--- src/rtl/ascal_win_pkg.sv ---
// Shared types and constants for the ascal output-window sequencer.
package ascal_win_pkg;

  localparam int unsigned W_DEF = 12;

  typedef enum logic [1:0] {
    M_1TO1,
    M_INT,
    M_FIT,
    M_STRETCH
  } mode_t;

  typedef enum logic [2:0] {
    IDLE,
    LATCH,
    ISCALE,
    DIV1,
    CHK,
    DIV2,
    CENTER,
    COMMIT
  } state_t;

  // PS/2 set-2 make codes for the function keys used as mode hotkeys.
  localparam logic [7:0] KEY_F1 = 8'h05;
  localparam logic [7:0] KEY_F2 = 8'h06;
  localparam logic [7:0] KEY_F3 = 8'h04;
  localparam logic [7:0] KEY_F4 = 8'h0C;
  localparam logic [7:0] KEY_F5 = 8'h03;

endpackage

--- src/rtl/ascal_win_if.sv ---
// Control/result bundle between the pattern/control logic and the window sequencer.
interface ascal_win_if #(
  parameter int unsigned W = 12
);
  logic         req;
  logic [1:0]   mode;
  logic [W-1:0] hdisp;
  logic [W-1:0] vdisp;
  logic [W-1:0] in_w;
  logic [W-1:0] in_h;
  logic [10:0]  ps2_key;
  logic [W-1:0] hmin;
  logic [W-1:0] hmax;
  logic [W-1:0] vmin;
  logic [W-1:0] vmax;
  logic         upd;
  logic         busy;
  logic         err;

  modport master (
    output req, mode, hdisp, vdisp, in_w, in_h, ps2_key,
    input  hmin, hmax, vmin, vmax, upd, busy, err
  );

  modport slave (
    input  req, mode, hdisp, vdisp, in_w, in_h, ps2_key,
    output hmin, hmax, vmin, vmax, upd, busy, err
  );
endinterface

--- src/rtl/ascal_win_div.sv ---
// Sequential restoring divider: 2W-bit numerator / W-bit nonzero denominator, one bit per cycle.
// done is high in the cycle the last quotient bit is produced; quo is valid the cycle after.
module ascal_win_div #(
  parameter int unsigned W = 12
) (
  input  logic           clk,
  input  logic           reset_n,
  input  logic           start,
  input  logic [2*W-1:0] num,
  input  logic [W-1:0]   den,
  output logic           done,
  output logic [2*W-1:0] quo
);

  localparam int unsigned W2 = 2 * W;
  localparam int unsigned CW = $clog2(W2 + 1);

  logic [W2-1:0] quo_q;
  logic [W-1:0]  rem_q;
  logic [W-1:0]  den_q;
  logic [CW-1:0] cnt_q;

  logic [W:0]    rem_sh;
  logic [W:0]    rem_sub;
  logic          ge;

  // Shift the next numerator bit into the partial remainder; it always fits back in W bits.
  assign rem_sh  = {rem_q, quo_q[W2-1]};
  assign rem_sub = rem_sh - {1'b0, den_q};
  assign ge      = (rem_sh >= {1'b0, den_q});

  always_ff @(posedge clk or negedge reset_n) begin
    if (!reset_n) begin
      quo_q <= '0;
      rem_q <= '0;
      den_q <= '0;
      cnt_q <= '0;
    end else if (start) begin
      quo_q <= num;
      rem_q <= '0;
      den_q <= den;
      cnt_q <= CW'(W2);
    end else if (cnt_q != '0) begin
      quo_q <= {quo_q[W2-2:0], ge};
      rem_q <= ge ? rem_sub[W-1:0] : rem_sh[W-1:0];
      cnt_q <= cnt_q - CW'(1);
    end
  end

  assign done = (cnt_q == CW'(1));
  assign quo  = quo_q;

endmodule

--- src/rtl/ascal_win_ctrl.sv ---
// Scaler output-window sequencer: derives hmin/hmax/vmin/vmax from display and source size.
// Optional keyboard mode override is built when ASCAL_WIN_KEYB_EN is defined.
module ascal_win_ctrl
  import ascal_win_pkg::*;
#(
  parameter int unsigned W        = W_DEF,
  parameter bit          AUTO_REQ = 1'b1
) (
  input logic       clk,
  input logic       reset_n,
  ascal_win_if.slave win
);

  localparam int unsigned W2 = 2 * W;

  function automatic logic [W-1:0] sat_q(input logic [W2-1:0] q);
    return (|q[W2-1:W]) ? '1 : q[W-1:0];
  endfunction

  function automatic logic [W-1:0] umin(input logic [W-1:0] a, input logic [W-1:0] b);
    return (a < b) ? a : b;
  endfunction

  state_t       state_q;
  logic [1:0]   mode_eff;
  logic [1:0]   mode_q;
  logic [W-1:0] hdisp_q, vdisp_q, in_w_q, in_h_q;
  logic         pending_q, err_next_q, w_div_q;
  logic [W-1:0] aw_q, ah_q, w_q, h_q;
  logic [W-1:0] hmin_q, hmax_q, vmin_q, vmax_q;
  logic         upd_q, err_q;

`ifdef ASCAL_WIN_KEYB_EN
  logic       key_tog_q;
  logic       ovr_act_q;
  logic [1:0] ovr_mode_q;

  // A new PS/2 event is signalled by bit10 toggling; only non-extended make codes count.
  always_ff @(posedge clk or negedge reset_n) begin
    if (!reset_n) begin
      key_tog_q  <= 1'b0;
      ovr_act_q  <= 1'b0;
      ovr_mode_q <= 2'd0;
    end else begin
      key_tog_q <= win.ps2_key[10];
      if ((win.ps2_key[10] != key_tog_q) && win.ps2_key[9] && !win.ps2_key[8]) begin
        case (win.ps2_key[7:0])
          KEY_F1:  begin ovr_act_q <= 1'b1; ovr_mode_q <= 2'd0; end
          KEY_F2:  begin ovr_act_q <= 1'b1; ovr_mode_q <= 2'd1; end
          KEY_F3:  begin ovr_act_q <= 1'b1; ovr_mode_q <= 2'd2; end
          KEY_F4:  begin ovr_act_q <= 1'b1; ovr_mode_q <= 2'd3; end
          KEY_F5:  ovr_act_q <= 1'b0;
          default: ;
        endcase
      end
    end
  end

  assign mode_eff = ovr_act_q ? ovr_mode_q : win.mode;
`else
  logic unused_ps2;
  assign unused_ps2 = ^win.ps2_key;
  assign mode_eff   = win.mode;
`endif

  logic  diff, start_idle, start_busy, in_zero;
  mode_t lmode;

  assign diff = (mode_eff != mode_q) || (win.hdisp != hdisp_q) || (win.vdisp != vdisp_q) ||
                (win.in_w != in_w_q) || (win.in_h != in_h_q);
  assign start_idle = win.req || (AUTO_REQ && diff);
  // In LATCH the inputs are being captured, so a mismatch there is not a new request.
  assign start_busy = win.req || (AUTO_REQ && diff && (state_q != LATCH));
  assign in_zero    = (win.in_w == '0) || (win.in_h == '0);
  assign lmode      = in_zero ? M_STRETCH : mode_t'(mode_eff);

  logic [W:0] sum_w, sum_h;
  logic       grow;

  assign sum_w = {1'b0, aw_q} + {1'b0, in_w_q};
  assign sum_h = {1'b0, ah_q} + {1'b0, in_h_q};
  assign grow  = (sum_w <= {1'b0, hdisp_q}) && (sum_h <= {1'b0, vdisp_q});

  logic          div_start, div_done;
  logic [W2-1:0] div_num, div_quo;
  logic [W-1:0]  div_den, div_sat;
  logic          h_fits;

  assign div_sat = sat_q(div_quo);
  assign h_fits  = (div_sat <= vdisp_q);

  always_comb begin
    div_start = 1'b0;
    div_num   = '0;
    div_den   = '0;
    if ((state_q == LATCH) && (lmode == M_FIT)) begin
      div_start = 1'b1;
      div_num   = W2'(win.hdisp) * W2'(win.in_h);
      div_den   = win.in_w;
    end else if ((state_q == CHK) && !h_fits) begin
      div_start = 1'b1;
      div_num   = W2'(vdisp_q) * W2'(in_w_q);
      div_den   = in_h_q;
    end
  end

  ascal_win_div #(
    .W(W)
  ) u_div (
    .clk    (clk),
    .reset_n(reset_n),
    .start  (div_start),
    .num    (div_num),
    .den    (div_den),
    .done   (div_done),
    .quo    (div_quo)
  );

  logic [W-1:0] w_c, hmin_c, hmax_c, vmin_c, vmax_c;

  // After DIV2 the width comes straight from the divider; hmax wraps to all-ones when w is 0.
  assign w_c    = w_div_q ? div_sat : w_q;
  assign hmin_c = (hdisp_q - w_c) >> 1;
  assign hmax_c = hmin_c + w_c - W'(1);
  assign vmin_c = (vdisp_q - h_q) >> 1;
  assign vmax_c = vmin_c + h_q - W'(1);

  always_ff @(posedge clk or negedge reset_n) begin
    if (!reset_n) begin
      state_q    <= IDLE;
      mode_q     <= 2'd0;
      hdisp_q    <= '0;
      vdisp_q    <= '0;
      in_w_q     <= '0;
      in_h_q     <= '0;
      pending_q  <= 1'b0;
      err_next_q <= 1'b0;
      w_div_q    <= 1'b0;
      aw_q       <= '0;
      ah_q       <= '0;
      w_q        <= '0;
      h_q        <= '0;
      hmin_q     <= '0;
      hmax_q     <= '0;
      vmin_q     <= '0;
      vmax_q     <= '0;
      upd_q      <= 1'b0;
      err_q      <= 1'b0;
    end else begin
      upd_q <= 1'b0;
      if ((state_q != IDLE) && (state_q != COMMIT) && start_busy) begin
        pending_q <= 1'b1;
      end
      unique case (state_q)
        IDLE: begin
          if (start_idle) state_q <= LATCH;
        end
        LATCH: begin
          mode_q     <= mode_eff;
          hdisp_q    <= win.hdisp;
          vdisp_q    <= win.vdisp;
          in_w_q     <= win.in_w;
          in_h_q     <= win.in_h;
          err_next_q <= in_zero;
          w_div_q    <= 1'b0;
          case (lmode)
            M_STRETCH: begin
              w_q     <= win.hdisp;
              h_q     <= win.vdisp;
              state_q <= CENTER;
            end
            M_1TO1: begin
              w_q     <= umin(win.in_w, win.hdisp);
              h_q     <= umin(win.in_h, win.vdisp);
              state_q <= CENTER;
            end
            M_INT: begin
              aw_q    <= win.in_w;
              ah_q    <= win.in_h;
              state_q <= ISCALE;
            end
            default: state_q <= DIV1;
          endcase
        end
        ISCALE: begin
          if (grow) begin
            aw_q <= sum_w[W-1:0];
            ah_q <= sum_h[W-1:0];
          end else begin
            w_q     <= umin(aw_q, hdisp_q);
            h_q     <= umin(ah_q, vdisp_q);
            state_q <= CENTER;
          end
        end
        DIV1: begin
          if (div_done) state_q <= CHK;
        end
        CHK: begin
          if (h_fits) begin
            w_q     <= hdisp_q;
            h_q     <= div_sat;
            state_q <= CENTER;
          end else begin
            h_q     <= vdisp_q;
            w_div_q <= 1'b1;
            state_q <= DIV2;
          end
        end
        DIV2: begin
          if (div_done) state_q <= CENTER;
        end
        CENTER: begin
          hmin_q  <= hmin_c;
          hmax_q  <= hmax_c;
          vmin_q  <= vmin_c;
          vmax_q  <= vmax_c;
          err_q   <= err_next_q;
          upd_q   <= 1'b1;
          state_q <= COMMIT;
        end
        COMMIT: begin
          if (pending_q || start_busy) begin
            pending_q <= 1'b0;
            state_q   <= LATCH;
          end else begin
            state_q <= IDLE;
          end
        end
        default: state_q <= IDLE;
      endcase
    end
  end

  assign win.hmin = hmin_q;
  assign win.hmax = hmax_q;
  assign win.vmin = vmin_q;
  assign win.vmax = vmax_q;
  assign win.upd  = upd_q;
  assign win.err  = err_q;
  assign win.busy = (state_q != IDLE);

endmodule

--- src/flat_wrapper.sv ---
// flat-port wrapper written by rule: the top's interface ports become plain ports
module ascal_win_ctrl_flat import ascal_win_pkg::*;
#(
  parameter int unsigned W        = W_DEF,
  parameter bit          AUTO_REQ = 1'b1
)
  (clk, reset_n, win_req, win_mode, win_hdisp, win_vdisp, win_in_w, win_in_h, win_ps2_key, win_hmin, win_hmax, win_vmin, win_vmax, win_upd, win_busy, win_err);
  ascal_win_if #(.W(W)) win_i ();
  input logic clk;
  input logic reset_n;
  input wire logic [$bits(win_i.req)-1:0] win_req;
  input wire logic [$bits(win_i.mode)-1:0] win_mode;
  input wire logic [$bits(win_i.hdisp)-1:0] win_hdisp;
  input wire logic [$bits(win_i.vdisp)-1:0] win_vdisp;
  input wire logic [$bits(win_i.in_w)-1:0] win_in_w;
  input wire logic [$bits(win_i.in_h)-1:0] win_in_h;
  input wire logic [$bits(win_i.ps2_key)-1:0] win_ps2_key;
  output wire logic [$bits(win_i.hmin)-1:0] win_hmin;
  output wire logic [$bits(win_i.hmax)-1:0] win_hmax;
  output wire logic [$bits(win_i.vmin)-1:0] win_vmin;
  output wire logic [$bits(win_i.vmax)-1:0] win_vmax;
  output wire logic [$bits(win_i.upd)-1:0] win_upd;
  output wire logic [$bits(win_i.busy)-1:0] win_busy;
  output wire logic [$bits(win_i.err)-1:0] win_err;
  assign win_i.req = win_req;
  assign win_i.mode = win_mode;
  assign win_i.hdisp = win_hdisp;
  assign win_i.vdisp = win_vdisp;
  assign win_i.in_w = win_in_w;
  assign win_i.in_h = win_in_h;
  assign win_i.ps2_key = win_ps2_key;
  assign win_hmin = win_i.hmin;
  assign win_hmax = win_i.hmax;
  assign win_vmin = win_i.vmin;
  assign win_vmax = win_i.vmax;
  assign win_upd = win_i.upd;
  assign win_busy = win_i.busy;
  assign win_err = win_i.err;
  ascal_win_ctrl #(.W(W), .AUTO_REQ(AUTO_REQ)) u_core (.clk(clk), .reset_n(reset_n), .win(win_i));
endmodule
--- config.mk ---
export PLATFORM = sky130hd
export DESIGN_NAME = ascal_win_ctrl_flat
export DESIGN_NICKNAME = d
export VERILOG_FILES = /design/src/rtl/ascal_win_pkg.sv /design/src/rtl/ascal_win_if.sv /design/src/rtl/ascal_win_div.sv /design/src/rtl/ascal_win_ctrl.sv /design/src/flat_wrapper.sv
export SDC_FILE = /design/constraint.sdc
export NUM_CORES = 1
export LEC_CHECK = 0
export ABC_AREA = 0
export CELL_PAD_IN_SITES_DETAIL_PLACEMENT = 1
export CELL_PAD_IN_SITES_GLOBAL_PLACEMENT = 2
export CORE_ASPECT_RATIO = 0.8
export CORE_UTILIZATION = 35
export CTS_CLUSTER_SIZE = 16
export DETAILED_ROUTE_END_ITERATION = 10
export GPL_ROUTABILITY_DRIVEN = 0
export GPL_TIMING_DRIVEN = 0
export MAX_ROUTING_LAYER = met4
export PLACE_DENSITY = 0.85
export SYNTH_ARGS = -nofsm -noshare
export SYNTH_HDL_FRONTEND = slang
export SYNTH_SLANG_ARGS = --single-unit
--- constraint.sdc ---
create_clock -name clk -period 5.1 [get_ports clk]
set_clock_uncertainty 0.1 [all_clocks]
set_input_delay 1.02 -clock clk [delete_from_list [all_inputs] [get_ports clk]]
set_output_delay 1.02 -clock clk [all_outputs]
set_load 0.01 [all_outputs]
Yosys cells after proc, flatten, opt, wreduce, memory -nomap -nowiden

Index checks and enable logic that the tools add are counted.

Add/subtract/negate cells: 10
Multiply operators: 2
Order comparisons: 8
Equality and inequality tests: 27
Multiplexer cells: 48
Reductions and logical operators: 32

Operators with widths:

| cell                    | number |
|---|---|
| $mux W12                | 19 |
| $mux W24                | 4 |
| $pmux W12 S2            | 4 |
| $pmux W12 S3            | 2 |
| $lt A12 B12 Y1          | 4 |
| $mul A12 B12 Y24        | 2 |
| $ne A12 B12 Y1          | 4 |
| $sub A12 B12 Y12        | 3 |
| $add A12 B12 Y13        | 2 |
| $le A13 B12 Y1          | 2 |
| $add A11 B12 Y12        | 2 |
| $logic_not A12 Y1       | 2 |
| $pmux W3 S8             | 1 |
| $sub A12 B1 Y12 const B | 2 |
| $ge A13 B12 Y1          | 1 |
| $eq A3 B3 Y1 const B    | 4 |
| $le A12 B12 Y1          | 1 |
| $mux W3                 | 4 |
| $reduce_or A12 Y1       | 1 |
| $mux W5                 | 2 |
| $ne A2 B1 Y1 const B    | 5 |
| $logic_or A1 B1 Y1      | 8 |
| $mux W1                 | 8 |
| $reduce_and A4 Y1       | 2 |
| other kinds (23)        | 38 |

Register bits after elaboration: 205
Input bits: 64
Output and inout port bits: 51
Logic and storage cells: 150

Depth between registers and ports, before layout

Depth in word-level cells: 11
Gate-level depth with buffers: 24
Depth with buffers taken out: 23

By module

Synthesis repeated with hierarchy kept, for this count alone.

Cells, all modules: 2950
Area, all modules: 25261.7 um^2

By module, submodules not included:

| module         | instances | cells an instance | area an instance (um^2) | sequential area each (um^2) |
|---|---|---|---|---|
| ascal_win_ctrl | 1         | 2619              | 22211.3                 | 3803.6 |
| ascal_win_div  | 1         | 331               | 3050.4                  | 1326.3 |

Worst setup path after synthesis

Ideal clock, no wire load.

Path kind: input port to flip-flop
From: in win_in_h[5]
To: reg u_core.u_div.quo_q[23] (netlist: u_core.u_div.quo[23])
Setup time: 132 ps
Data arrival time: 6151 ps
Required time: 4868 ps
Path slack: -1283 ps
Stages on the path: 21
Path buffers: 2
Path through: clkbuf_1 > clkbuf_1 > nand2_1 > fa_1 > fa_1 > fa_1 > inv_1 > fa_1 > inv_1 > fa_1 > inv_1 > ha_1 > o21a_1 > o221ai_1 > or4b_1 > a31oi_1 > a21o_1 > nand4_1 > and4b_1 > xnor2_1 > o21ai_1

Longest elaborated chain between the ends: 7
Elaborated cells on any way between the ends: 10
Classes of those cells: 1 x mul; 1 x eq/ne; 4 x mux; 4 x reduce/logical

Ends and longest elaborated chain:

| element                                                                  | RTL line            | RTL |
|---|---|---|
| from (decl)                                                              | flat_wrapper.sv:16  | `input wire logic [$bits(win_i.in_h)-1:0] win_in_h;` |
| parallel branches: the longest is 7 deep, another holds $mul A12 B12 Y24 | n/a                 |  |
| to (signal assigned)                                                     | ascal_win_div.sv:39 | `quo_q <= num;` |
| to (signal assigned)                                                     | ascal_win_div.sv:44 | `quo_q <= {quo_q[W2-2:0], ge};` |
| to (decl)                                                                | ascal_win_div.sv:18 | `logic [W2-1:0] quo_q;` |

Several ways; the timed one is not identified.
A chain may end at the register's enable or synchronous reset.

Worst setup path after layout

From: reg u_core.vdisp_q[8]
To: reg u_core.u_div.quo_q[21] (netlist: u_core.u_div.quo[21])

Longest elaborated chain between the ends: 6
Elaborated cells on any way between the ends: 10
Classes of those cells: 1 x mul; 1 x order compare; 5 x mux; 3 x reduce/logical

Ends and longest elaborated chain:

| element                                                                  | RTL line              | RTL |
|---|---|---|
| from (decl)                                                              | ascal_win_ctrl.sv:27  | `logic [W-1:0] hdisp_q, vdisp_q, in_w_q, in_h_q;` |
| from (signal assigned)                                                   | ascal_win_ctrl.sv:161 | `vdisp_q <= win.vdisp;` |
| parallel branches: the longest is 6 deep, another holds $mul A12 B12 Y24 | n/a                   |  |

Several ways; the timed one is not identified.

==> metrics.csv <==
metric,value,unit
status,"complete, but fails checks",
violations,setup timing,
drt-pass1-iter-count,5,
seq_area_frac_synth,0.206,
ys_types,83,
drive_gt1_frac,0.182,
synthFlopType,dfrtp_1,
worstPathArrival,6.18,ns
start_util,0.354,
post-route-period-util,1.14,
hold_violations,0,
grt_max_degree,113,
clockRootBuffer,clkbuf_16,
min_period,5.80,ns
r2r_end,u_core.u_div.quo[21]$_DFFE_PN0P_,
pre_cts_ws,-2.63,ns
max_cap_viol_count,0,
drc,0,
drt_iter0_drc,1566,
die_width,300,um
cts_buffer_depth,3,
wirelength,102000,um
grt_use_total,0.290,
vias_per_cell,5.55,
max_freq,172,MHz
dp_hpwl,76700,um
row_count,87,
critPathLaunchType,flip-flop,
io_buffers,97,
min_path_type,in2async,
die_y,241,um
crit_type,reg2reg,
grt-ovfl-total,0,
slew_headroom,0.390,
setup_violations,17,
clock_latency,0.59,ns
syn-instance-count,2914,
worst_pin_slew,0.915,ns
crit_required,5.48,ns
core_area,70400,um2
final_cell_mix,"inv_1, nand2_1, ha_1",
htree_levels,1,
rsz0062_at_grt,true,
r2r-start,u_core.vdisp_q[8]$_DFFE_PN0P_,
final_common_cell,inv_1,
ys_ff_latch,205,
ff2ff_path_depth,20,
top_level_ports,115,
ant_nets,0,
antenna_found_initial,7,
rrSetupSlack,-0.70,ns
synth-edff-count,0,
critPathCaptureType,flip-flop,
cp_max_fo,5,
finalMaxSlewViolations,0,
largest_reg_flops,24,
syn_to_final_growth,24.2,%
vias,22800,
fin_ws,-0.698,ns
grt_pass1_vias,24800,
grt_pass1_wl,153000,um
stdcell_count,4114,
avgRoutedWirePerCell,24.9,um
syn_area,24900,um2
clk_pin_slew,0.07,ns
clkSinkCount,205,
cts_inserted_buffers,25,
yosys_warnings,0,
avgSynthCellArea,8.55,um2
nNetsFinal,3738,
async_reset_ff_frac,1.00,
cts_tree,built,
dp_cells,3947,
die-area,72200,um2
per-layer routing:
layer | GRT usage | part of all wire
met2 | 0.464 | 0.46
met5 | - | 0
met4 | 0.107 | 0.043
met3 | 0.0543 | 0.074
met1 | 0.366 | 0.42
logic make-up (layout without fill, tap and decap cells):
family                   after synthesis  after routing  share of synthesized area
multiplexers                          89             89                     0.0385
flip-flops                           205            205                      0.206
buffers and inverters                575            837                     0.0878
other                                  1              5                   0.000151
adder cells (fa/ha/maj)              516            516                      0.322
XOR/XNOR                             155            155                     0.0545
AO/OA/AOI/OAI                        580            580                      0.145
AND/OR/NAND/NOR                      793            793                      0.146
cell usage after synthesis (all sizes together) (5+ instances only):
library cell / number / area (um2)
o22ai: 15 / 93.8
a21o: 46 / 345
fa: 207 / 4140
nor2b: 11 / 68.8
a21oi: 141 / 717
a211oi: 16 / 125
or3: 9 / 61.3
mux2i: 35 / 350
buf: 21 / 109
a211o: 5 / 43.8
inv: 432 / 1620
nand2b: 20 / 125
nand2: 385 / 1450
o221ai: 6 / 58.8
dfrtp: 205 / 5130
a31oi: 35 / 219
nand4: 20 / 125
nand3: 27 / 135
o21bai: 23 / 176
and3: 7 / 43.8
xor2: 63 / 552
o211ai: 11 / 82.6
nor3: 27 / 135
o31ai: 8 / 78.8
ha: 309 / 3870
clkbuf: 122 / 458
nor4: 20 / 146
nor2: 140 / 533
a22oi: 37 / 278
o21ai: 183 / 916
a31o: 6 / 52.6
and2: 108 / 676
o41ai: 5 / 58.8
o21a: 16 / 120
or2: 8 / 50.1
mux2: 54 / 608
xnor2: 92 / 806
how the worst max path moves through the flow:
| stage | endpoint | start | slack (ns) | depth (start not counted) |
|---|---|---|---|---|
| 6_report | u_core.u_div.quo[21]$_DFFE_PN0P_ | u_core.vdisp_q[8]$_DFFE_PN0P_ | -0.70 | 20 |
| 2_1_floorplan | u_core.u_div.quo[23]$_DFFE_PN0P_ | win_in_h[7] | -0.85 | 21 |
| 3_3_place_gp | u_core.u_div.rem_q[8]$_DFFE_PN0P_ | reset_n | -6.22 | 1 |
| 3_5_place_dp | u_core.u_div.quo[23]$_DFFE_PN0P_ | win_hdisp[10] | -2.63 | 20 |
| 5_1_grt | u_core.u_div.quo[21]$_DFFE_PN0P_ | u_core.vdisp_q[9]$_DFFE_PN0P_ | -0.90 | 21 |
| 4_1_cts | u_core.u_div.quo[19]$_DFFE_PN0P_ | u_core.vdisp_q[3]$_DFFE_PN0P_ | -0.83 | 19 |
worst max-delay path: stages (launching register included):
cell       delay [ns]
dfrtp_4          0.59
clkbuf_16        0.19
nand2_2          0.06
fa_1             0.44
fa_1             0.53
inv_2            0.06
fa_2             0.49
fa_2             0.60
inv_2            0.05
fa_1             0.52
inv_2            0.05
ha_4             0.21
a211o_1          0.35
a2111oi_4        0.23
nor3_2           0.10
a211oi_2         0.26
a21oi_2          0.10
a21o_1           0.23
a211oi_2         0.28
a41oi_2          0.08
o21ai_1          0.15
layout make-up:
| type | count | area, um2 |
|---|---|---|
| Antenna cell | 3 | 7.51 |
| Buffer | 133 | 1320 |
| Clock buffer | 34 | 719 |
| Clock inverter | 12 | 165 |
| Fill cell | 8118 | 39500 |
| Inverter | 432 | 1620 |
| Multi-Input combinational cell | 2135 | 18600 |
| Sequential cell | 205 | 5160 |
| Tap cell | 934 | 1170 |
| Timing Repair Buffer | 226 | 2140 |
per-stage QoR:
stage                     hold slack [ns]   util  setup TNS, ns  area (um2)
after CTS                           0.365  0.430          -7.82       30300
after floorplan                     0.339      -          -6.43       25300
after detailed placement            0.373  0.390         -50.06       27500
after global routing                0.368  0.439          -9.01       30900
after global placement              0.367  0.390       -1313.23       27500
final                               0.310  0.439          -6.85       30900
what timing repair did:
item                       in CTS  in global routing
resized for setup             405                139
setup buffers                  96                 30
gates cloned                    2                  1
pin swaps                     124                 79
setup endpoints to repair      57                 93
hold buffers                    0                  0
Power is left out: the tool's default activity adds up to more than one toggle a clock period on the data nets, which glitch-free logic cannot reach.
